## src/rtl/mem_arb_pkg.sv

```systemverilog
// Shared types and helpers for the multi-channel byte-serial memory arbiter.
package mem_arb_pkg;

    localparam logic [1:0] W_BYTE = 2'b00;
    localparam logic [1:0] W_HALF = 2'b01;
    localparam logic [1:0] W_WORD = 2'b10;

    localparam int ARB_FIXED = 0;
    localparam int ARB_RR    = 1;

    typedef enum logic [1:0] {
        ST_IDLE  = 2'd0,
        ST_WRITE = 2'd1,
        ST_READ  = 2'd2,
        ST_DRAIN = 2'd3
    } mem_arb_state_e;

    // Width codes 10 and 11 both mean a full word.
    function automatic logic [2:0] byte_count(input logic [1:0] width);
        case (width)
            W_BYTE:  byte_count = 3'd1;
            W_HALF:  byte_count = 3'd2;
            default: byte_count = 3'd4;
        endcase
    endfunction

endpackage

```

## src/rtl/mem_arbiter_nch_if.sv

```systemverilog
// Requester-side and RAM-side signal bundle of the arbiter.
interface mem_arbiter_nch_if #(
    parameter int NUM_CH = 3,
    parameter int ADDR_W = 32
);
    // A channel holds ch_req (with stable we/addr/wdata/width) until its one-cycle
    // ch_done pulse, and drops it during that pulse; ch_grant marks the serviced channel.
    logic [NUM_CH-1:0]        ch_req;
    logic [NUM_CH-1:0]        ch_we;
    logic [NUM_CH*ADDR_W-1:0] ch_addr;
    logic [NUM_CH*32-1:0]     ch_wdata;
    logic [NUM_CH*2-1:0]      ch_width;
    logic [NUM_CH-1:0]        ch_abort;
    logic [NUM_CH-1:0]        ch_grant;
    logic [NUM_CH-1:0]        ch_done;
    logic [31:0]              ch_rdata;
    logic [7:0]               mem_din;
    logic [7:0]               mem_dout;
    logic [ADDR_W-1:0]        mem_a;
    logic                     mem_wr;

    modport master (
        output ch_req, ch_we, ch_addr, ch_wdata, ch_width, ch_abort, mem_din,
        input  ch_grant, ch_done, ch_rdata, mem_dout, mem_a, mem_wr
    );

    modport slave (
        input  ch_req, ch_we, ch_addr, ch_wdata, ch_width, ch_abort, mem_din,
        output ch_grant, ch_done, ch_rdata, mem_dout, mem_a, mem_wr
    );

endinterface

```

## src/rtl/rr_arbiter.sv

```systemverilog
// Combinational channel selector: lowest index (mode 0) or first requester after ptr (mode 1).
module rr_arbiter #(
    parameter int  NUM_CH = 3,
    localparam int IDX_W  = (NUM_CH > 1) ? $clog2(NUM_CH) : 1
) (
    input  logic [NUM_CH-1:0] req,
    input  logic [IDX_W-1:0]  ptr,
    input  logic              mode,
    output logic [NUM_CH-1:0] grant,
    output logic [IDX_W-1:0]  idx
);

    localparam logic [IDX_W:0]   NCH  = (IDX_W + 1)'(NUM_CH);
    localparam logic [IDX_W-1:0] LAST = IDX_W'(NUM_CH - 1);

    logic [IDX_W-1:0] start;
    logic [IDX_W:0]   cand;
    logic             found;

    always_comb begin
        grant = '0;
        idx   = '0;
        found = 1'b0;
        cand  = '0;
        if (!mode || ptr == LAST) start = '0;
        else                      start = ptr + IDX_W'(1);
        // Scan circularly from start; the first requester seen wins.
        for (int i = 0; i < NUM_CH; i++) begin
            cand = {1'b0, start} + (IDX_W + 1)'(i);
            if (cand >= NCH) cand = cand - NCH;
            if (!found && req[cand[IDX_W-1:0]]) begin
                found = 1'b1;
                idx   = cand[IDX_W-1:0];
            end
        end
        grant[idx] = found;
    end

endmodule

```

## src/rtl/mem_arbiter_nch.sv

```systemverilog
// N-channel arbiter serialising 1/2/4-byte reads and writes onto a byte-wide RAM port.
module mem_arbiter_nch
    import mem_arb_pkg::*;
#(
    parameter int NUM_CH   = 3,
    parameter int ADDR_W   = 32,
    parameter int ARB_MODE = 0
) (
    input  logic             clk,
    input  logic             rst,
    input  logic             rdy,
    mem_arbiter_nch_if.slave bus,
    output mem_arb_state_e   state_dbg
);

    localparam int IDX_W = (NUM_CH > 1) ? $clog2(NUM_CH) : 1;
    localparam logic [IDX_W-1:0] LAST = IDX_W'(NUM_CH - 1);

    mem_arb_state_e    state_q, state_nxt;
    logic [IDX_W-1:0]  ptr_q, cidx_q, sel_idx;
    logic [NUM_CH-1:0] sel_grant;
    logic [ADDR_W-1:0] addr_q, sel_addr;
    logic [31:0]       wdata_q, sel_wdata, acc_q, acc_nxt;
    logic [1:0]        sel_width, cap_idx;
    logic [2:0]        n_q, step_q, e, cap_full;
    logic              sel_we, abort_c, accept, wr_last, rd_done, aborted;

    rr_arbiter #(.NUM_CH(NUM_CH)) u_arb (
        .req   (bus.ch_req),
        .ptr   (ptr_q),
        .mode  (ARB_MODE == ARB_RR),
        .grant (sel_grant),
        .idx   (sel_idx)
    );

    assign sel_addr  = bus.ch_addr[int'(sel_idx)*ADDR_W +: ADDR_W];
    assign sel_wdata = bus.ch_wdata[int'(sel_idx)*32 +: 32];
    assign sel_width = bus.ch_width[int'(sel_idx)*2 +: 2];
    assign sel_we    = bus.ch_we[sel_idx];
    assign abort_c   = bus.ch_abort[cidx_q];
    // e is the ordinal of the current edge counted from the acceptance edge.
    assign e         = step_q + 3'd1;
    assign cap_full  = e - 3'd2;
    assign cap_idx   = cap_full[1:0];
    assign state_dbg = state_q;

    always_comb begin
        acc_nxt = acc_q;
        acc_nxt[{cap_idx, 3'b000} +: 8] = bus.mem_din;
    end

    always_comb begin
        state_nxt = state_q;
        accept    = 1'b0;
        wr_last   = 1'b0;
        rd_done   = 1'b0;
        aborted   = 1'b0;
        case (state_q)
            ST_IDLE: if (|bus.ch_req) begin
                accept    = 1'b1;
                state_nxt = sel_we ? ST_WRITE : ST_READ;
            end
            ST_WRITE: if (step_q == n_q - 3'd1) begin
                wr_last   = 1'b1;
                state_nxt = ST_IDLE;
            end
            ST_READ, ST_DRAIN: begin
                // Abort beats a final capture landing on the same edge.
                if (abort_c) begin
                    aborted   = 1'b1;
                    state_nxt = ST_IDLE;
                end else if (e == n_q + 3'd1) begin
                    rd_done   = 1'b1;
                    state_nxt = ST_IDLE;
                end else if (e >= n_q - 3'd1) begin
                    state_nxt = ST_DRAIN;
                end else begin
                    state_nxt = ST_READ;
                end
            end
            default: state_nxt = ST_IDLE;
        endcase
    end

    always_ff @(posedge clk or negedge rst) begin
        if (!rst)     state_q <= ST_IDLE;
        else if (rdy) state_q <= state_nxt;
    end

    always_ff @(posedge clk or negedge rst) begin
        if (!rst) begin
            bus.mem_wr   <= 1'b0;
            bus.mem_a    <= '0;
            bus.mem_dout <= '0;
            bus.ch_grant <= '0;
            bus.ch_done  <= '0;
            bus.ch_rdata <= '0;
            ptr_q        <= LAST;
            cidx_q       <= '0;
            addr_q       <= '0;
            wdata_q      <= '0;
            acc_q        <= '0;
            n_q          <= 3'd1;
            step_q       <= '0;
        end else if (rdy) begin
            bus.ch_done <= '0;
            case (state_q)
                ST_IDLE: if (accept) begin
                    cidx_q       <= sel_idx;
                    addr_q       <= sel_addr;
                    wdata_q      <= sel_wdata;
                    n_q          <= byte_count(sel_width);
                    step_q       <= '0;
                    acc_q        <= '0;
                    bus.ch_grant <= sel_grant;
                    bus.mem_a    <= sel_addr;
                    bus.mem_wr   <= sel_we;
                    if (sel_we) bus.mem_dout <= sel_wdata[7:0];
                    if (ARB_MODE == ARB_RR) ptr_q <= sel_idx;
                end
                ST_WRITE: begin
                    if (wr_last) begin
                        bus.mem_wr          <= 1'b0;
                        bus.ch_grant        <= '0;
                        bus.ch_done[cidx_q] <= 1'b1;
                    end else begin
                        step_q       <= e;
                        bus.mem_a    <= addr_q + ADDR_W'(e);
                        bus.mem_dout <= wdata_q[{e[1:0], 3'b000} +: 8];
                    end
                end
                ST_READ, ST_DRAIN: begin
                    if (aborted) begin
                        bus.ch_grant <= '0;
                    end else begin
                        step_q <= e;
                        if (e <= n_q - 3'd1) bus.mem_a <= addr_q + ADDR_W'(e);
                        if (e >= 3'd2)       acc_q     <= acc_nxt;
                        if (rd_done) begin
                            bus.ch_rdata        <= acc_nxt;
                            bus.ch_grant        <= '0;
                            bus.ch_done[cidx_q] <= 1'b1;
                        end
                    end
                end
                default: ;
            endcase
        end
    end

endmodule

```

## src/flat_wrapper.sv

```systemverilog
// flat-port wrapper written by rule: the top's interface ports become plain ports
module mem_arbiter_nch_flat import mem_arb_pkg::*;
#(
    parameter int NUM_CH   = 3,
    parameter int ADDR_W   = 32,
    parameter int ARB_MODE = 0
)
  (clk, rst, rdy, state_dbg, bus_ch_req, bus_ch_we, bus_ch_addr, bus_ch_wdata, bus_ch_width, bus_ch_abort, bus_mem_din, bus_ch_grant, bus_ch_done, bus_ch_rdata, bus_mem_dout, bus_mem_a, bus_mem_wr);
  mem_arbiter_nch_if #(.NUM_CH(NUM_CH), .ADDR_W(ADDR_W)) bus_i ();
  input  logic clk;
  input  logic rst;
  input  logic rdy;
  output mem_arb_state_e state_dbg;
  input wire logic [$bits(bus_i.ch_req)-1:0] bus_ch_req;
  input wire logic [$bits(bus_i.ch_we)-1:0] bus_ch_we;
  input wire logic [$bits(bus_i.ch_addr)-1:0] bus_ch_addr;
  input wire logic [$bits(bus_i.ch_wdata)-1:0] bus_ch_wdata;
  input wire logic [$bits(bus_i.ch_width)-1:0] bus_ch_width;
  input wire logic [$bits(bus_i.ch_abort)-1:0] bus_ch_abort;
  input wire logic [$bits(bus_i.mem_din)-1:0] bus_mem_din;
  output wire logic [$bits(bus_i.ch_grant)-1:0] bus_ch_grant;
  output wire logic [$bits(bus_i.ch_done)-1:0] bus_ch_done;
  output wire logic [$bits(bus_i.ch_rdata)-1:0] bus_ch_rdata;
  output wire logic [$bits(bus_i.mem_dout)-1:0] bus_mem_dout;
  output wire logic [$bits(bus_i.mem_a)-1:0] bus_mem_a;
  output wire logic [$bits(bus_i.mem_wr)-1:0] bus_mem_wr;
  assign bus_i.ch_req = bus_ch_req;
  assign bus_i.ch_we = bus_ch_we;
  assign bus_i.ch_addr = bus_ch_addr;
  assign bus_i.ch_wdata = bus_ch_wdata;
  assign bus_i.ch_width = bus_ch_width;
  assign bus_i.ch_abort = bus_ch_abort;
  assign bus_i.mem_din = bus_mem_din;
  assign bus_ch_grant = bus_i.ch_grant;
  assign bus_ch_done = bus_i.ch_done;
  assign bus_ch_rdata = bus_i.ch_rdata;
  assign bus_mem_dout = bus_i.mem_dout;
  assign bus_mem_a = bus_i.mem_a;
  assign bus_mem_wr = bus_i.mem_wr;
  mem_arbiter_nch #(.NUM_CH(NUM_CH), .ADDR_W(ADDR_W), .ARB_MODE(ARB_MODE)) u_core (.clk(clk), .rst(rst), .rdy(rdy), .bus(bus_i), .state_dbg(state_dbg));
endmodule
```

## config.mk

```make
export PLATFORM = sky130hd
export DESIGN_NAME = mem_arbiter_nch_flat
export DESIGN_NICKNAME = d
export VERILOG_FILES = /design/src/rtl/mem_arb_pkg.sv /design/src/rtl/mem_arbiter_nch_if.sv /design/src/rtl/rr_arbiter.sv /design/src/rtl/mem_arbiter_nch.sv /design/src/flat_wrapper.sv
export SDC_FILE = /design/constraint.sdc
export NUM_CORES = 1
export LEC_CHECK = 0
export ABC_CLOCK_PERIOD_IN_PS = 4200
export BUFFER_PORTS_ARGS = -buffer_cell sky130_fd_sc_hd__buf_2
export CAP_MARGIN = 20
export CORE_MARGIN = 2
export CORE_UTILIZATION = 45
export CTS_CLUSTER_SIZE = 12
export DETAILED_ROUTE_END_ITERATION = 6
export HOLD_SLACK_MARGIN = 0.05
export PLACE_DENSITY_LB_ADDON = 0.25
export SLEW_MARGIN = 20
export SYNTH_ARGS = -nofsm -noshare
export SYNTH_HDL_FRONTEND = slang
export SYNTH_SLANG_ARGS = --single-unit
```

## constraint.sdc

```tcl
create_clock -name clk -period 4.2 [get_ports clk]
set_input_delay 0.42 -clock clk [delete_from_list [all_inputs] [get_ports clk]]
set_output_delay 0.42 -clock clk [all_outputs]
set_load 0.01 [all_outputs]
```

==> results.json <==
{
  "run_status": "finished clean",
  "wl_mm": 29.7,
  "grt_usage": 0.245,
  "tightestPinTransition_ps": 1110,
  "drtIter0Drc": 546,
  "critPathCaptureType": "register",
  "finalCritPeriodShare": 0.808,
  "period_needed_ps": 3390,
  "yosysTopAreaCell": "dfrtp_1",
  "fp.dieW_um": 157,
  "cp_max_fo": 14,
  "hp-class": "in2async",
  "vias": 9241,
  "maxCapViolations": 0,
  "dpl_cell_area_um2": 12300,
  "drt-pass1-iter-count": 5,
  "ys_types": 69,
  "n_fill_cell": 2097,
  "synth_seq_area_share": 0.439,
  "postRouteAntennaNets": 0,
  "num_io_pins": 299,
  "synth_nets": 1316,
  "ctsHoldBuffers": 0,
  "clkSinkCount": 185,
  "syn_inst": 1084,
  "cp.required_ps": 4510,
  "finalMaxSlewViolations": 0,
  "fin_skew_ps": 13.1,
  "start_util": 0.454,
  "wire_per_inst_um": 17.8,
  "gp_congestion": 0.850,
  "critPathKind": "reg2reg",
  "numCtsBuffers": 17,
  "clk_pin_slew_ps": 70,
  "antenna_found_initial": 2,
  "hpwl_mm": 21.8,
  "die_height_um": 157,
  "postSynthAreaPerCell_um2": 9.73,
  "grt_max_degree": 110,
  "area_growth_pct": 22.6,
  "most-common-layout-cells": "buf_2 (297), dfrtp_1 (184), a21oi_1 (96)",
  "ys_seq_elements": 185,
  "core_um2": 23300,
  "die_area_um2": 24700,
  "final_cell_area_um2": 12900,
  "post_cts_resized": 0,
  "timing.rr.start": "u_core.step_q[0]",
  "htreeDepth": 4,
  "irDropWorstVdd_v": 0.000321,
  "maxSlewHeadroom": 0.259,
  "grt_overflow": 0,
  "cp-startpoint": "u_core.step_q[0]",
  "p_leak_nw": 6.35,
  "grt_pass1_wl_mm": 47.4,
  "yosys-top-cells-area": "dfrtp_1 (44%), mux2i_1 (6.5%), a21oi_1 (4.6%), mux2_2 (3.8%), o21ai_0 (3.8%)",
  "cp-start-kind": "register",
  "row_count": 56,
  "final_common_cell": "buf_2",
  "clock_latency_ps": 430,
  "rsz0062_at_grt": "no",
  "syn_area_um2": 10600,
  "async_flop_share": 1.00,
  "layout.nets": 1567,
  "ys.flop_type": "dfrtp_1",
  "cellPowerDensity_nw_per_um2": 680,
  "first_global_vias": 8824,
  "drc": 0,
  "cts_setup_buffers": 0,
  "clk_path_buf_depth": 2,
  "yosys_warnings": 0,
  "cts-root-buf": "clkbuf_16",
  "port_buffers": 298,
  "synth_edf_count": 0,
  "hold_viol_final": 0,
  "tritoncts": "built",
  "vias_per_cell": 5.54,
  "cp.arrival_ps": 3700,
  "setup_viol": 0,
  "clock.fmax_mhz": 295,
  "setup_tns_ps": 0,
  "synth_top_area_share": 0.436,
  "drive_gt1_frac": 0.320
}
[synthesized netlist by cell type, types with 9 or more instances]
cell        n
xnor2_1    11
clkbuf_1   59
xor2_1     13
mux2_2     36
a31o_2     18
a21oi_1    96
o21ai_0    80
nor4_1      9
buf_2       9
nor2_1     83
a221o_1    16
a22o_1     33
nand3_1    11
a41o_1     16
nor3_1     24
a21o_1     19
o211ai_1    9
nand2_1    79
nor2b_1    35
ha_1       13
a211oi_1   22
mux2i_1    69
buf_1      20
inv_1      17
dfrtp_1   184
[per-stage QoR]
step,setup WS (ps),util,total power [mW],std cells,hold slack [ps]
4_1_cts,788,0.556,8.84,1667,149
6_report,808,0.556,8.79,1668,125
3_3_place_gp,864,0.529,7.01,1635,457
5_1_grt,550,0.556,9.42,1667,195
3_5_place_dp,797,0.529,7.12,1635,470
2_1_floorplan,33.1,-,5.76,1084,124
[worst max-delay path: stages (launching register included)]
cell and delay [ps]:
dfrtp_1 510, inv_1 150, ha_1 420, buf_4 230, ha_1 310, nor2b_1 130
o21ai_0 200, a21oi_1 100, buf_4 190, or2_1 410, buf_4 270, a221o_1 360
[sequential cells by signal (all words and copies together) (netlist names), 2 cells and up]
register	cells
u_core.step_q	3
u_core.n_q	3
u_core.bus.mem_a	32
u_core.addr_q	32
u_core.state_dbg	2
u_core.bus.mem_dout	8
u_core.cidx_q	2
u_core.acc_q	32
u_core.bus.ch_done	3
u_core.bus.ch_grant	3
u_core.bus.ch_rdata	32
u_core.wdata_q	32
[routing by layer]
metal,up-vias,GRT usage,wire [um]
met2,310,0.412,14600
met3,51,0.0421,1540
met5,-,0,7
met1,4381,0.316,12600
li1,4497,-,-
met4,2,0.0913,942
[power breakdown]
part,switching [mW],internal (mW)
combinational,2.19,1.73
clock,0.721,0.979
sequential,0.620,2.55
[path summary, 6_finish.rpt]
check / end / slack, ps / cells past startpoint
worst max-delay path: u_core.bus.mem_a[28] / 810 / 11
worst min-delay path: u_core.bus.ch_rdata[5] / 120 / 1
worst max register to register: u_core.bus.mem_a[28] / 810 / 11
worst min register to register: u_core.wdata_q[19] / 480 / 2
max in group asynchronous: u_core.n_q[0] / 3130 / 2
min in group clk: u_core.wdata_q[26] / 270 / 3
[cell families (layout without fill, tap and decap cells)]
family	Yosys count	count (layout)	synth area share
simple gates	283	283	0.130
buf+inv	110	374	0.0430
compound gates	351	351	0.224
flops	185	185	0.439
fa+ha+maj	17	17	0.0202
xor+xnor	25	25	0.0222
other cells	0	1	0
mux	113	113	0.121
[final cells by class]
class                      count  area (um2)  area share
multi-input combinational    789        5510       0.426
sequential                   185        4630       0.358
timing repair buffer         324        1710       0.132
clock buffer                  20         457      0.0353
tap                          319         399      0.0309
clock inverter                12         164      0.0127
inverter                      18        67.6     0.00522
antenna                        1        2.50    0.000193
Note: power is estimated with default switching activity, not from simulation.
